File: src/rtl/frame_luma_stats.sv
// ---------------------------------------------------------------------------
// frame_luma_stats
//   Per-frame luminance statistics tap sitting after the gamma LUT. Watches the
//   gamma-corrected pixel stream and, at every rising edge of vertical sync,
//   reports pixel count, sum, min, max and floor(sum/count) for the frame that
//   just ended. Feeds auto-exposure; it never touches the video path.
//
// Ports
//   video_clk      pixel clock, all logic on rising edge
//   rst            synchronous active-high reset
//   video_vs       vertical sync, rising edge marks a frame boundary
//   video_de       pixel valid
//   video_data     pixel value, qualified by video_de
//   stat_valid     one-cycle pulse, stat_* outputs just updated
//   stat_pix_cnt   pixels in reported frame
//   stat_sum       sum of pixel values
//   stat_min       minimum pixel value
//   stat_max       maximum pixel value
//   stat_mean      floor(stat_sum / stat_pix_cnt)
//   stat_overflow  pixel counter saturated during reported frame
//   stat_drop      one-cycle pulse, a finished frame was discarded because
//                  the divider was still busy
// ---------------------------------------------------------------------------
module frame_luma_stats #(
    parameter int DATA_W    = 8,
    parameter int PIX_CNT_W = 22,
    parameter int SUM_W     = DATA_W + PIX_CNT_W
) (
    input  logic                 video_clk,
    input  logic                 rst,
    input  logic                 video_vs,
    input  logic                 video_de,
    input  logic [DATA_W-1:0]    video_data,
    output logic                 stat_valid,
    output logic [PIX_CNT_W-1:0] stat_pix_cnt,
    output logic [SUM_W-1:0]     stat_sum,
    output logic [DATA_W-1:0]    stat_min,
    output logic [DATA_W-1:0]    stat_max,
    output logic [DATA_W-1:0]    stat_mean,
    output logic                 stat_overflow,
    output logic                 stat_drop
);

    localparam int ITER_W = (DATA_W > 1) ? $clog2(DATA_W) : 1;

    typedef struct packed {
        logic [PIX_CNT_W-1:0] cnt;
        logic [SUM_W-1:0]     sum;
        logic [DATA_W-1:0]    min;
        logic [DATA_W-1:0]    max;
        logic                 ovf;
    } frame_t;

    typedef enum logic {WAIT_VS, ACCUM} acc_state_t;
    typedef enum logic [1:0] {IDLE, DIV, DONE} div_state_t;

    logic       vs_d;
    logic       vs_edge;
    acc_state_t acc_state;
    frame_t     frm;
    frame_t     frm_upd;    // running frame with this cycle's pixel folded in
    frame_t     frm_fresh;  // new frame whose first pixel may be this cycle's

    div_state_t          div_state;
    frame_t              div_frm;
    logic [SUM_W-1:0]    div_rem;
    logic [SUM_W-1:0]    div_den;
    logic [DATA_W-1:0]   div_q;
    logic [ITER_W-1:0]   div_iter;

    assign vs_edge = video_vs & ~vs_d;

    always_comb begin
        frm_upd = frm;
        if (video_de) begin
            // Saturated counter freezes cnt and sum together so sum <= max*cnt
            // still holds and the quotient keeps fitting in DATA_W bits.
            if (!(&frm.cnt)) begin
                frm_upd.cnt = frm.cnt + PIX_CNT_W'(1);
                frm_upd.sum = frm.sum + SUM_W'(video_data);
            end else begin
                frm_upd.ovf = 1'b1;
            end
            if (video_data < frm.min) frm_upd.min = video_data;
            if (video_data > frm.max) frm_upd.max = video_data;
        end
    end

    always_comb begin
        frm_fresh.cnt = '0;
        frm_fresh.sum = '0;
        frm_fresh.min = '1;
        frm_fresh.max = '0;
        frm_fresh.ovf = 1'b0;
        if (video_de) begin
            frm_fresh.cnt = PIX_CNT_W'(1);
            frm_fresh.sum = SUM_W'(video_data);
            frm_fresh.min = video_data;
            frm_fresh.max = video_data;
        end
    end

    // Accumulator. A pixel arriving in the vs edge cycle opens the new frame.
    always_ff @(posedge video_clk) begin
        if (rst) begin
            vs_d      <= 1'b0;
            acc_state <= WAIT_VS;
            frm.cnt   <= '0;
            frm.sum   <= '0;
            frm.min   <= '1;
            frm.max   <= '0;
            frm.ovf   <= 1'b0;
        end else begin
            vs_d <= video_vs;
            case (acc_state)
                WAIT_VS: begin
                    // Partial frame since reset is never reported.
                    if (vs_edge) begin
                        acc_state <= ACCUM;
                        frm       <= frm_fresh;
                    end
                end
                ACCUM: frm <= vs_edge ? frm_fresh : frm_upd;
                default: acc_state <= WAIT_VS;
            endcase
        end
    end

    // Divider: restoring divide, one quotient bit per cycle MSB first. The
    // divisor starts pre-shifted by DATA_W-1 and walks right each step.
    always_ff @(posedge video_clk) begin
        if (rst) begin
            div_state     <= IDLE;
            div_frm       <= '0;
            div_rem       <= '0;
            div_den       <= '0;
            div_q         <= '0;
            div_iter      <= '0;
            stat_valid    <= 1'b0;
            stat_pix_cnt  <= '0;
            stat_sum      <= '0;
            stat_min      <= '0;
            stat_max      <= '0;
            stat_mean     <= '0;
            stat_overflow <= 1'b0;
            stat_drop     <= 1'b0;
        end else begin
            stat_valid <= 1'b0;
            stat_drop  <= 1'b0;
            case (div_state)
                IDLE: begin
                    if (vs_edge && acc_state == ACCUM) begin
                        div_frm   <= frm;
                        div_rem   <= frm.sum;
                        div_den   <= SUM_W'(frm.cnt) << (DATA_W - 1);
                        div_q     <= '0;
                        div_iter  <= ITER_W'(DATA_W - 1);
                        div_state <= DIV;
                    end
                end
                DIV: begin
                    if (div_rem >= div_den) begin
                        div_rem <= div_rem - div_den;
                        div_q   <= {div_q[DATA_W-2:0], 1'b1};
                    end else begin
                        div_q   <= {div_q[DATA_W-2:0], 1'b0};
                    end
                    div_den  <= div_den >> 1;
                    div_iter <= div_iter - ITER_W'(1);
                    if (div_iter == '0) div_state <= DONE;
                end
                DONE: begin
                    // Empty frame still runs the divide (fixed latency) but
                    // its garbage quotient and all-ones min are masked here.
                    if (div_frm.cnt == '0) begin
                        stat_pix_cnt  <= '0;
                        stat_sum      <= '0;
                        stat_min      <= '0;
                        stat_max      <= '0;
                        stat_mean     <= '0;
                        stat_overflow <= 1'b0;
                    end else begin
                        stat_pix_cnt  <= div_frm.cnt;
                        stat_sum      <= div_frm.sum;
                        stat_min      <= div_frm.min;
                        stat_max      <= div_frm.max;
                        stat_mean     <= div_q;
                        stat_overflow <= div_frm.ovf;
                    end
                    stat_valid <= 1'b1;
                    div_state  <= IDLE;
                end
                default: div_state <= IDLE;
            endcase
            // Busy divider keeps its frame; the one just closed is lost.
            if (vs_edge && acc_state == ACCUM && div_state != IDLE)
                stat_drop <= 1'b1;
        end
    end

endmodule

File: config.mk
export PLATFORM = sky130hd
export DESIGN_NAME = frame_luma_stats
export DESIGN_NICKNAME = d
export VERILOG_FILES = /design/src/rtl/frame_luma_stats.sv
export SDC_FILE = /design/constraint.sdc
export NUM_CORES = 1
export LEC_CHECK = 0
export ABC_CLOCK_PERIOD_IN_PS = 3450
export CORE_MARGIN = 10
export CORE_UTILIZATION = 35
export CTS_CLUSTER_DIAMETER = 100
export DETAILED_ROUTE_END_ITERATION = 16
export HOLD_SLACK_MARGIN = 0.03
export PLACE_DENSITY_LB_ADDON = 0.05
export SLEW_MARGIN = 0
export SYNTH_ARGS = -nofsm -noshare
export SYNTH_HDL_FRONTEND = slang
export SYNTH_SLANG_ARGS = --single-unit
File: constraint.sdc
create_clock -name video_clk -period 3.45 [get_ports video_clk]
set_input_delay 0.5175 -clock video_clk [delete_from_list [all_inputs] [get_ports video_clk]]
set_output_delay 0.5175 -clock video_clk [all_outputs]
set_load 0.005 [all_outputs]
==> flow_results.xml <==
<?xml version="1.0" encoding="UTF-8"?>
<metrics>
  <group name="outcome">
    <metric name="status" unit="">complete, no violations</metric>
  </group>
  <group name="setup_path">
    <metric name="worstSetupStartpointType" unit="">flip-flop</metric>
    <metric name="critical_path_peak_fanout" unit="">59</metric>
    <metric name="critical_path_arrival" unit="ps">3580</metric>
    <metric name="endpoint_kind" unit="">flip-flop</metric>
    <metric name="timing_worst_setup_path_type" unit="">flip-flop to flip-flop</metric>
    <metric name="required" unit="ps">3900</metric>
  </group>
  <group name="sta">
    <metric name="final-hold-violation-count" unit="">0</metric>
    <metric name="timing.setup.tns" unit="ps">0</metric>
    <metric name="drv_slew" unit="">0</metric>
    <metric name="max_slew.worst_pin.slew" unit="ps">880</metric>
    <metric name="worst_clk_skew" unit="ps">17.1</metric>
    <metric name="rsz0062_at_grt" unit="">no</metric>
    <metric name="clock.fmax" unit="MHz">320</metric>
    <metric name="slew_headroom" unit="">0.414</metric>
    <metric name="setup_violations" unit="">0</metric>
    <metric name="final.min_clock_period" unit="ps">3130</metric>
    <metric name="post-route-period-util" unit="">0.907</metric>
  </group>
  <group name="placed_design">
    <metric name="place.gp.congestion" unit="">0.870</metric>
    <metric name="dpl.hpwl" unit="mm">28.7</metric>
    <metric name="numPortBuffers" unit="">90</metric>
  </group>
  <group name="logic_synthesis">
    <metric name="netlist.area_leader.share" unit="">0.436</metric>
    <metric name="netlist_top_cells_area" unit="">sky130_fd_sc_hd__dfxtp_1 (44%), sky130_fd_sc_hd__nand2_1 (9.7%), sky130_fd_sc_hd__a21oi_1 (6.8%)</metric>
    <metric name="synth-main-ff-cell" unit="">sky130_fd_sc_hd__dfxtp_1</metric>
    <metric name="synth.avg_cell_area" unit="um2">7.95</metric>
    <metric name="yosys.area_share.simple" unit="">0.216</metric>
    <metric name="postSynthNetCount" unit="">1750</metric>
    <metric name="yosys_register_bits" unit="">291</metric>
    <metric name="combinational_family_with_the_most_area_after_synthesis" unit="">simple AND/OR/NAND/NOR gates</metric>
    <metric name="netlist.top_cell.by_area" unit="">sky130_fd_sc_hd__dfxtp_1</metric>
    <metric name="synth_sequential_area_ratio" unit="">0.436</metric>
    <metric name="synth.mux.area_fraction" unit="">0.00899</metric>
    <metric name="mappedNetlistArea" unit="um2">13400</metric>
    <metric name="synth.distinct_cells" unit="">66</metric>
    <metric name="share_of_the_synthesized_area_in_compound_gates_ao_oa_aoi_oai" unit="">0.201</metric>
    <metric name="synth-edff-count" unit="">0</metric>
    <metric name="post_synth_fa_ha_maj_area_fraction" unit="">0.0545</metric>
    <metric name="synthArstFlopShare" unit="">0</metric>
    <metric name="syn_inst" unit="">1681</metric>
    <metric name="yosysWarnings" unit="">0</metric>
    <metric name="synth_xor_xnor_area_share" unit="">0.0321</metric>
  </group>
  <group name="layout">
    <metric name="area.growth.synth_to_final" unit="%">19.7</metric>
    <metric name="final_layout_size_suffix_gt1_frac" unit="">0.0652</metric>
    <metric name="finish.net_count" unit="">1808</metric>
    <metric name="post-route-util" unit="">0.425</metric>
    <metric name="final_cell_mix" unit="">sky130_fd_sc_hd__nand2_1 (345), sky130_fd_sc_hd__dfxtp_1 (291), sky130_fd_sc_hd__a21oi_1 (181)</metric>
    <metric name="most_frequent_standard_cell_in_the_layout_excluding_fill_and_tap_cells" unit="">sky130_fd_sc_hd__nand2_1</metric>
    <metric name="insertedDiodeCount" unit="">0</metric>
  </group>
  <group name="clock_tree">
    <metric name="ctsResizeCount" unit="">0</metric>
    <metric name="cts-root-to-sink-buffers" unit="">3</metric>
    <metric name="postCtsSetupRepairBufs" unit="">0</metric>
    <metric name="clk_transition_reported_paths" unit="ps">60</metric>
    <metric name="clk_latency" unit="ps">540</metric>
    <metric name="htree_num_levels" unit="">2</metric>
    <metric name="cts.root.buffer_cell" unit="">sky130_fd_sc_hd__clkbuf_16</metric>
    <metric name="cts-hold-fix-buffers" unit="">0</metric>
    <metric name="numCtsBuffers" unit="">35</metric>
    <metric name="clock-sinks" unit="">291</metric>
    <metric name="cts_tree" unit="">yes</metric>
  </group>
  <group name="grt">
    <metric name="use_met1" unit="">0.236</metric>
    <metric name="wire_length_of_the_first_global_routing_pass" unit="mm">63.3</metric>
    <metric name="busiest_layer" unit="">met2</metric>
    <metric name="grt_pass1_vias" unit="">10800</metric>
    <metric name="use_met2" unit="">0.257</metric>
    <metric name="grt_start_max_net_pins" unit="">79</metric>
    <metric name="grt_overflow" unit="">0</metric>
    <metric name="grt_util_all_layers" unit="">0.167</metric>
    <metric name="global_route.usage.met3" unit="">0.0312</metric>
    <metric name="antenna_found_initial" unit="">0</metric>
  </group>
  <group name="routing">
    <metric name="firstDrtPassIters" unit="">5</metric>
    <metric name="wl_per_cell" unit="um">17.5</metric>
    <metric name="dr_total_vias" unit="">11600</metric>
    <metric name="ant_nets" unit="">0</metric>
    <metric name="dr.first_iter.drc_count" unit="">854</metric>
    <metric name="routed_wl" unit="mm">39.9</metric>
    <metric name="drc_errors" unit="">0</metric>
    <metric name="route.detailed.vias_per_inst" unit="">5.10</metric>
  </group>
  <group name="die">
    <metric name="die_area" unit="um2">46400</metric>
    <metric name="floorplan.die.width" unit="um">215</metric>
    <metric name="initial_core_util" unit="">0.355</metric>
    <metric name="floorplan.die.height" unit="um">215</metric>
    <metric name="core" unit="um2">37700</metric>
    <metric name="placementRows" unit="">71</metric>
    <metric name="io_pins" unit="">91</metric>
  </group>
  <group name="job">
    <metric name="maxCapViolCount" unit="">0</metric>
  </group>
  <group name="power">
    <metric name="irDropWorstVdd" unit="V">0.000370</metric>
    <metric name="static_leak" unit="nW">5.71</metric>
    <metric name="power_density" unit="nW/um2">753</metric>
  </group>
  <group name="worst_hold_path">
    <metric name="holdCritPathClass" unit="">input port to flip-flop</metric>
  </group>
</metrics>
==> cell usage after synthesis, types with 19 or more instances <==
cell                       count
sky130_fd_sc_hd__xor2_1       19
sky130_fd_sc_hd__nand2_1     345
sky130_fd_sc_hd__nor2_1      163
sky130_fd_sc_hd__a21oi_1     181
sky130_fd_sc_hd__ha_1         55
sky130_fd_sc_hd__xnor2_1      30
sky130_fd_sc_hd__inv_1        71
sky130_fd_sc_hd__dfxtp_1     291
sky130_fd_sc_hd__nand3_1      39
sky130_fd_sc_hd__a31oi_1      40
sky130_fd_sc_hd__nand4_1      21
sky130_fd_sc_hd__clkbuf_1     84
sky130_fd_sc_hd__a22oi_1      56
sky130_fd_sc_hd__o21ai_0      62
==> routing by layer <==
layer,routed length (um),share of wire
met5,0,0
met4,641,0.016
met3,1720,0.043
met2,17500,0.44
met1,20000,0.50
==> final cells by class <==
class / instances / area (um2)
Clock inverter: 11 / 124
Inverter: 71 / 267
Timing Repair Buffer: 124 / 1190
Clock buffer: 51 / 1050
Tap cell: 511 / 639
Multi-Input combinational cell: 1216 / 6900
Sequential cell: 291 / 5830
Fill cell: 3891 / 21700
==> cells by family (layout without fill, tap and decap cells) <==
| family | count (synthesis) | in the layout |
|---|---|---|
| muxes | 12 | 12 |
| and+or+nand+nor | 667 | 667 |
| buffers and inverters | 174 | 257 |
| adders and majority gates | 57 | 57 |
| DFF | 291 | 291 |
| AOI/OAI and AO/OA | 431 | 431 |
| xor gates and xnor gates | 49 | 49 |
==> worst paths after layout <==
| path | cells past startpoint | to | slack, ps | startpoint |
|---|---|---|---|---|
| worst min-delay path | 2 | stat_sum[13]$_SDFFE_PP0P_ | 370 | rst |
| worst max-delay path | 12 | div_rem[10]$_SDFFE_PP0P_ | 320 | div_rem[0]$_SDFFE_PP0P_ |
| worst min register to register | 2 | div_frm[20]$_SDFFE_PP0P_ | 450 | div_frm[20]$_SDFFE_PP0P_ |
| worst max register to register | 12 | div_rem[10]$_SDFFE_PP0P_ | 320 | div_rem[0]$_SDFFE_PP0P_ |
==> through the flow <==
step / setup slack (ps) / hold slack, ps / power [mW] / std cells / instance area, um2
floorplan: 715 / 431 / 7.23 / 1681 / 13400
global placement: 26.4 / 444 / 8.37 / 2213 / 14800
detailed placement: 19.0 / 448 / 8.33 / 2213 / 14800
CTS: 324 / 349 / 12.1 / 2275 / 16000
global route: 125 / 382 / 12.9 / 2275 / 16000
finish: 322 / 370 / 12.1 / 2275 / 16000
==> critical path, stage by stage, from the launching register on <==
cell and delay, ps:
sky130_fd_sc_hd__dfxtp_1 330, sky130_fd_sc_hd__inv_1 40, sky130_fd_sc_hd__ha_1 220, sky130_fd_sc_hd__fa_1 380, sky130_fd_sc_hd__nand2b_1 200, sky130_fd_sc_hd__a21oi_1 280, sky130_fd_sc_hd__o21ai_0 250, sky130_fd_sc_hd__a21oi_1 340
sky130_fd_sc_hd__o211ai_1 180, sky130_fd_sc_hd__a21oi_4 180, sky130_fd_sc_hd__buf_12 250, sky130_fd_sc_hd__nor2_1 90, sky130_fd_sc_hd__a311oi_2 250
==> power by group <==
part / leakage (nW) / switching (mW) / internal [mW]
Clock: 0.583 / 1.46 / 2.26
Combinational: 2.78 / 2.83 / 1.82
Sequential: 2.35 / 0.139 / 3.54
Total: 5.71 / 4.43 / 7.62
==> flip-flops by register name, indices dropped and copies added, names as in the netlist, 2 cells and up <==
signal        cells
frm              69
stat_mean         8
stat_min          8
div_frm          69
div_state         2
stat_max          8
div_rem          30
div_iter          3
stat_sum         30
stat_pix_cnt     22
div_q             8
div_den          29
Power figures use the tool's default switching activity.
